==> src/rtl/raizing_rom_arbiter.sv <==
// raizing_rom_arbiter: shares one SDRAM bank read port between 68K, Z80 and PCM ROM clients, each with a one-word cache
module raizing_rom_arbiter #(
    parameter logic [21:0] Z80_OFFSET = 22'h040000,
    parameter logic [21:0] PCM_OFFSET = 22'h050000
) (
    input  logic        CLK,
    input  logic        RESET,
    input  logic        ROM68K_CS,
    input  logic [18:0] ROM68K_ADDR,
    output logic        ROM68K_OK,
    output logic [15:0] ROM68K_DOUT,
    input  logic        ROMZ80_CS,
    input  logic [16:0] ROMZ80_ADDR,
    output logic        ROMZ80_OK,
    output logic [7:0]  ROMZ80_DOUT,
    input  logic        PCM_CS,
    input  logic [19:0] PCM_ADDR,
    output logic        PCM_OK,
    output logic [7:0]  PCM_DOUT,
    output logic [21:0] BA_ADDR,
    output logic        BA_RD,
    input  logic        BA_ACK,
    input  logic        BA_RDY,
    input  logic [15:0] DATA_READ
);
    localparam logic [1:0] S_IDLE = 2'd0;
    localparam logic [1:0] S_REQ  = 2'd1;
    localparam logic [1:0] S_WAIT = 2'd2;

    logic [1:0]  r_state;
    logic [1:0]  r_gnt;
    logic [1:0]  r_last;
    logic [2:0]  r_valid;
    logic [21:0] r_tag [0:2];
    logic [15:0] r_data [0:2];
    logic        r_ba_rd;
    logic [21:0] r_ba_addr;
    logic        r_ok68, r_okz, r_okp;
    logic [15:0] r_dout68;
    logic [7:0]  r_doutz, r_doutp;

    logic [21:0] w_wa [0:2];
    logic [2:0]  w_cs, w_hit, w_need;
    logic [1:0]  w_n1, w_n2, w_pick;

    assign w_wa[0] = {3'd0, ROM68K_ADDR};
    assign w_wa[1] = Z80_OFFSET + {6'd0, ROMZ80_ADDR[16:1]};
    assign w_wa[2] = PCM_OFFSET + {3'd0, PCM_ADDR[19:1]};
    assign w_cs    = {PCM_CS, ROMZ80_CS, ROM68K_CS};
    assign w_need  = w_cs & ~w_hit;

    // Cache lookup per client, then round-robin pick starting after the last granted client
    always_comb begin
        for (int i = 0; i < 3; i++)
            w_hit[i] = w_cs[i] & r_valid[i] & (r_tag[i] == w_wa[i]);
        w_n1   = (r_last == 2'd2) ? 2'd0 : r_last + 2'd1;
        w_n2   = (w_n1 == 2'd2) ? 2'd0 : w_n1 + 2'd1;
        w_pick = w_need[w_n1] ? w_n1 : w_need[w_n2] ? w_n2 : r_last;
    end

    // Grant / request / wait sequencer; a fill always lands with the address latched at grant
    always_ff @(posedge CLK) begin
        if (RESET) begin
            r_state   <= S_IDLE;
            r_gnt     <= 2'd0;
            r_last    <= 2'd2;
            r_valid   <= 3'b000;
            r_ba_rd   <= 1'b0;
            r_ba_addr <= 22'd0;
        end else begin
            case (r_state)
                S_IDLE: if (|w_need) begin
                    r_gnt     <= w_pick;
                    r_ba_addr <= w_wa[w_pick];
                    r_ba_rd   <= 1'b1;
                    r_state   <= S_REQ;
                end
                S_REQ: if (BA_ACK) begin
                    r_ba_rd <= 1'b0;
                    r_state <= S_WAIT;
                end
                S_WAIT: if (BA_RDY) begin
                    r_valid[r_gnt] <= 1'b1;
                    r_tag[r_gnt]   <= r_ba_addr;
                    r_data[r_gnt]  <= DATA_READ;
                    r_last         <= r_gnt;
                    r_state        <= S_IDLE;
                end
                default: r_state <= S_IDLE;
            endcase
        end
    end

    // Registered client outputs: OK follows hit, data updates only on a hit
    always_ff @(posedge CLK) begin
        if (RESET) begin
            r_ok68   <= 1'b0;
            r_okz    <= 1'b0;
            r_okp    <= 1'b0;
            r_dout68 <= 16'd0;
            r_doutz  <= 8'd0;
            r_doutp  <= 8'd0;
        end else begin
            r_ok68   <= w_hit[0];
            r_okz    <= w_hit[1];
            r_okp    <= w_hit[2];
            r_dout68 <= w_hit[0] ? r_data[0] : r_dout68;
            r_doutz  <= w_hit[1] ? (ROMZ80_ADDR[0] ? r_data[1][15:8] : r_data[1][7:0]) : r_doutz;
            r_doutp  <= w_hit[2] ? (PCM_ADDR[0] ? r_data[2][15:8] : r_data[2][7:0]) : r_doutp;
        end
    end

    assign ROM68K_OK   = r_ok68;
    assign ROM68K_DOUT = r_dout68;
    assign ROMZ80_OK   = r_okz;
    assign ROMZ80_DOUT = r_doutz;
    assign PCM_OK      = r_okp;
    assign PCM_DOUT    = r_doutp;
    assign BA_RD       = r_ba_rd;
    assign BA_ADDR     = r_ba_addr;
endmodule

==> config.mk <==
export PLATFORM = sky130hd
export DESIGN_NAME = raizing_rom_arbiter
export DESIGN_NICKNAME = d
export VERILOG_FILES = /design/src/rtl/raizing_rom_arbiter.sv
export SDC_FILE = /design/constraint.sdc
export NUM_CORES = 1
export LEC_CHECK = 0
export CAP_MARGIN = 30
export CORE_MARGIN = 8
export CORE_UTILIZATION = 25
export DETAILED_ROUTE_END_ITERATION = 8
export SETUP_SLACK_MARGIN = 0.05
export SLEW_MARGIN = 30
export SYNTH_ARGS = -nofsm -noshare
export SYNTH_HDL_FRONTEND = slang
export SYNTH_SLANG_ARGS = --single-unit
==> constraint.sdc <==
create_clock -name CLK -period 6 [get_ports CLK]
set_input_delay 1.2 -clock CLK [delete_from_list [all_inputs] [get_ports CLK]]
set_output_delay 1.2 -clock CLK [all_outputs]
set_load 0.03 [all_outputs]
==> summary.md <==
| Metric | Value |
|---|---|
| Synth Instances | 530 |
| Core Box Area | 27600 um^2 |
| Yosys warnings | 0 |
| Clock root cell | clkbuf_16 |
| CTS buffer count | 17 |
| First-pass GRT wire length | 30.0 mm |
| Power Internal | 2.01 mW |
| Async S/R FF share, synth | 0% |
| Yosys reg bits | 173 |
| Crit-path max FO | 22 |
| Starting Density | 25.2% |
| Die W | 183 um |
| Arr. time, crit path | 4.60 ns |
| Area growth syn-to-layout | 34.3% |
| Req. time, crit path | 6.35 ns |
| Status | complete, no violations |
| Leak | 3.17 nW |
| Post-synth EDFFs | 108 |
| Cts hold-fix bufs | 0 |
| Initial antenna violation count | 0 |
| Drc violations | 0 |
| Most frequent cells in the layout | clkdlybuf4s50_1, edfxtp_1, dfxtp_1 |
| Critical-path top delay cell | a311oi_4 |
| Post-DP HPWL | 14.6 mm |
| Hold depth | 1 |
| Largest net degree at the start of global routing | 57 |
| CTS H-tree depth | 4 |
| Sw Pwr | 653 uW |
| Crit path kind | input pin to flip-flop |
| Max VDD drop | 119 uV |
| Detailed Route WL | 19.8 mm |
| DR vias | 4659 |
| Nets@finish | 749 |
| Post-CTS Setup Bufs | 0 |
| Syn Std Cell Area | 6940 um^2 |
| Worst setup EP type | flip-flop |
| TritonCTS clock tree | built |
| Sequential share of power | 49.4% |
| Vias per cell | 4.40 |
| # port buffers | 134 |
| Ports | 137 |
| Die H | 183 um |
| Yosys cell types | 48 |
| Antenna cells | 0 |
| Post_cts resized | 0 |
| Reg2Reg Depth | 8 |
| CP Cell Sequence | clkdlybuf4s50_1 > ha_1 > xor2_1 > nor4_1 > nand4_1 > o21ai_0 > a311oi_4 > buf_4 > nand3_1 > o22ai_1 |
| Iter 0 DRT Violations | 382 |
| PD cells | 286 nW/um^2 |
| Final ANT Viol Nets | 0 |
| Clock share of power | 40.9% |
| Final GP Congestion | 0.797 |
| Max-cap violations | 0 |
| GRT Resource Usage Total | 12.1% |
| Final Critical Period | 4.25 ns |
| Clock Skew | 0.0157 ns |
| Initial DRT Pass Iterations | 6 |
| Deepest clock path buffer count | 2 |
| Finish-stage setup viols | 0 |
| Final hold vios | 0 |
| CTS clock-pin slew for the worst setup and hold paths | 0.07 ns |
| Placement Setup Slack | 1.32 ns |
| WL/cell | 18.6 um |
| Setup ws final | 1.75 ns |
| Placed cell count | 1028 |
| Share of layout cells above drive strength 1 | 7.48% |
| Unrepaired setup endpoints after global routing | false |
| Post-Layout Cell Count | 1060 |
| Fmax | 235 MHz |
| Crit path largest cell delay | 0.85 ns |
| Clk sink count | 173 |
| Tcrit/Tclk final | 70.9% |
| Fin. max-slew vios | 0 |
| Dominant synthesized flop cell | edfxtp_1 |
| Slew HR | 40.4% |
| Gate power share | 9.7% |
| Register area share after synthesis | 65.5% |
| CP Launch Type | input pin |
| Grt ovf | 0 |
| Switching part of the total | 24.5% |
| Worst slew pin tran | 0.894 ns |
| Most common cell after layout, fill and taps aside | clkdlybuf4s50_1 |
| Clock Latency Late Sink | 0.43 ns |
| Hold Path Class | flip-flop to flip-flop |
| Cell Rows | 61 |
| Die ar. | 33300 um^2 |
| Setup tns final | 0 ns |
| Avg Synthesized Cell Area | 13.1 um^2 |
| Vias in the first global route | 4807 |
-- cell usage after synthesis, types with 2 or more instances --
cell,number,share of area [%]
nand3_1,2,0.14
edfxtp_1,108,47
nand4_1,12,1.1
nor4b_1,3,0.38
a21oi_1,12,0.87
nor3_1,8,0.58
nor2b_1,9,0.81
a21boi_0,9,0.97
o22ai_1,8,0.72
buf_4,5,0.54
xnor2_1,25,3.2
nand2_1,16,0.87
a21o_1,6,0.65
mux2i_1,43,6.2
nand3b_1,3,0.32
nand2b_1,2,0.18
clkbuf_1,11,0.60
xor2_1,31,3.9
a211oi_1,10,1.1
a32o_1,2,0.29
nand4b_1,2,0.25
dfxtp_1,65,19
and3_1,10,0.90
buf_1,3,0.16
a31oi_1,17,1.5
nor2_1,55,3.0
buf_2,5,0.36
inv_1,5,0.27
o21ai_0,20,1.4
nor4_1,5,0.45
-- through the flow --
stage | total power, mW | hold WS [ns] | utilization, % | cell area (um^2)
after floorplan | 1.46 | 0.418 | - | 6940
after global placement | 1.60 | 0.426 | 31.7 | 8730
after detailed placement | 1.60 | 0.431 | 31.7 | 8730
after CTS | 2.69 | 0.452 | 33.8 | 9310
after global routing | 2.76 | 0.462 | 33.8 | 9310
final | 2.67 | 0.449 | 33.8 | 9310
-- registers in the layout (all words and copies together) (netlist names) --
register,count
BA_ADDR,20
BA_RD,1
PCM_DOUT,8
PCM_OK,1
ROM68K_DOUT,16
ROM68K_OK,1
ROMZ80_DOUT,8
ROMZ80_OK,1
r_data,48
r_gnt,2
r_last,2
r_state,2
r_tag,60
r_valid,3
-- final cells by class --
type	count	area (um^2)
Sequential cell	173	4540
Tap cell	378	473
Fill cell	2730	18200
Clock buffer	20	457
Clock inverter	12	124
Multi-Input combinational cell	328	2290
Inverter	5	18.8
Timing Repair Buffer	144	1410
-- logic make-up after synthesis --
logic type / share of synthesized area, %
flops: 65.5
simple gates: 9.65
compound gates: 9.06
xor+xnor: 7.07
mux: 6.37
buf+inv: 2.09
fa+ha+maj: 0.180
other cells: 0.0541
-- power groups by stage --
stage                     clock network [mW]  registers [mW]  logic, mW
after floorplan                            0            1.36      0.101
after global placement                     0            1.34      0.260
after detailed placement                   0            1.34      0.261
after CTS                               1.11            1.32      0.262
after global routing                    1.16            1.32      0.279
final                                   1.09            1.32      0.259
-- final timing paths --
| check | start | endpoint | slack [ns] |
|---|---|---|---|
| setup / recovery | PCM_ADDR[17] | BA_ADDR[7] | 1.75 |
| hold / removal | r_valid[1] | r_valid[1] | 0.45 |
| setup reg to reg | r_tag[2][7] | BA_ADDR[7] | 2.70 |
| hold reg to reg | r_valid[1] | r_valid[1] | 0.45 |
-- worst max-delay path: cells and delay by family --
family	cells	cell delay, ns
buffers and inverters	2	0.92
and+or+nand+nor	3	0.62
adders and majority gates	1	0.40
AOI/OAI and AO/OA	3	1.30
xor gates and xnor gates	1	0.16
-- metal layers --
layer  up-vias  wire length (um)  track usage (%)
li1       2238                 -                -
met1      2263              9110             15.5
met2       138              9390             19.2
met3        20               996             3.28
met4         0               264             4.20
met5         -                 0                0
(Power assumes the default switching activity.)
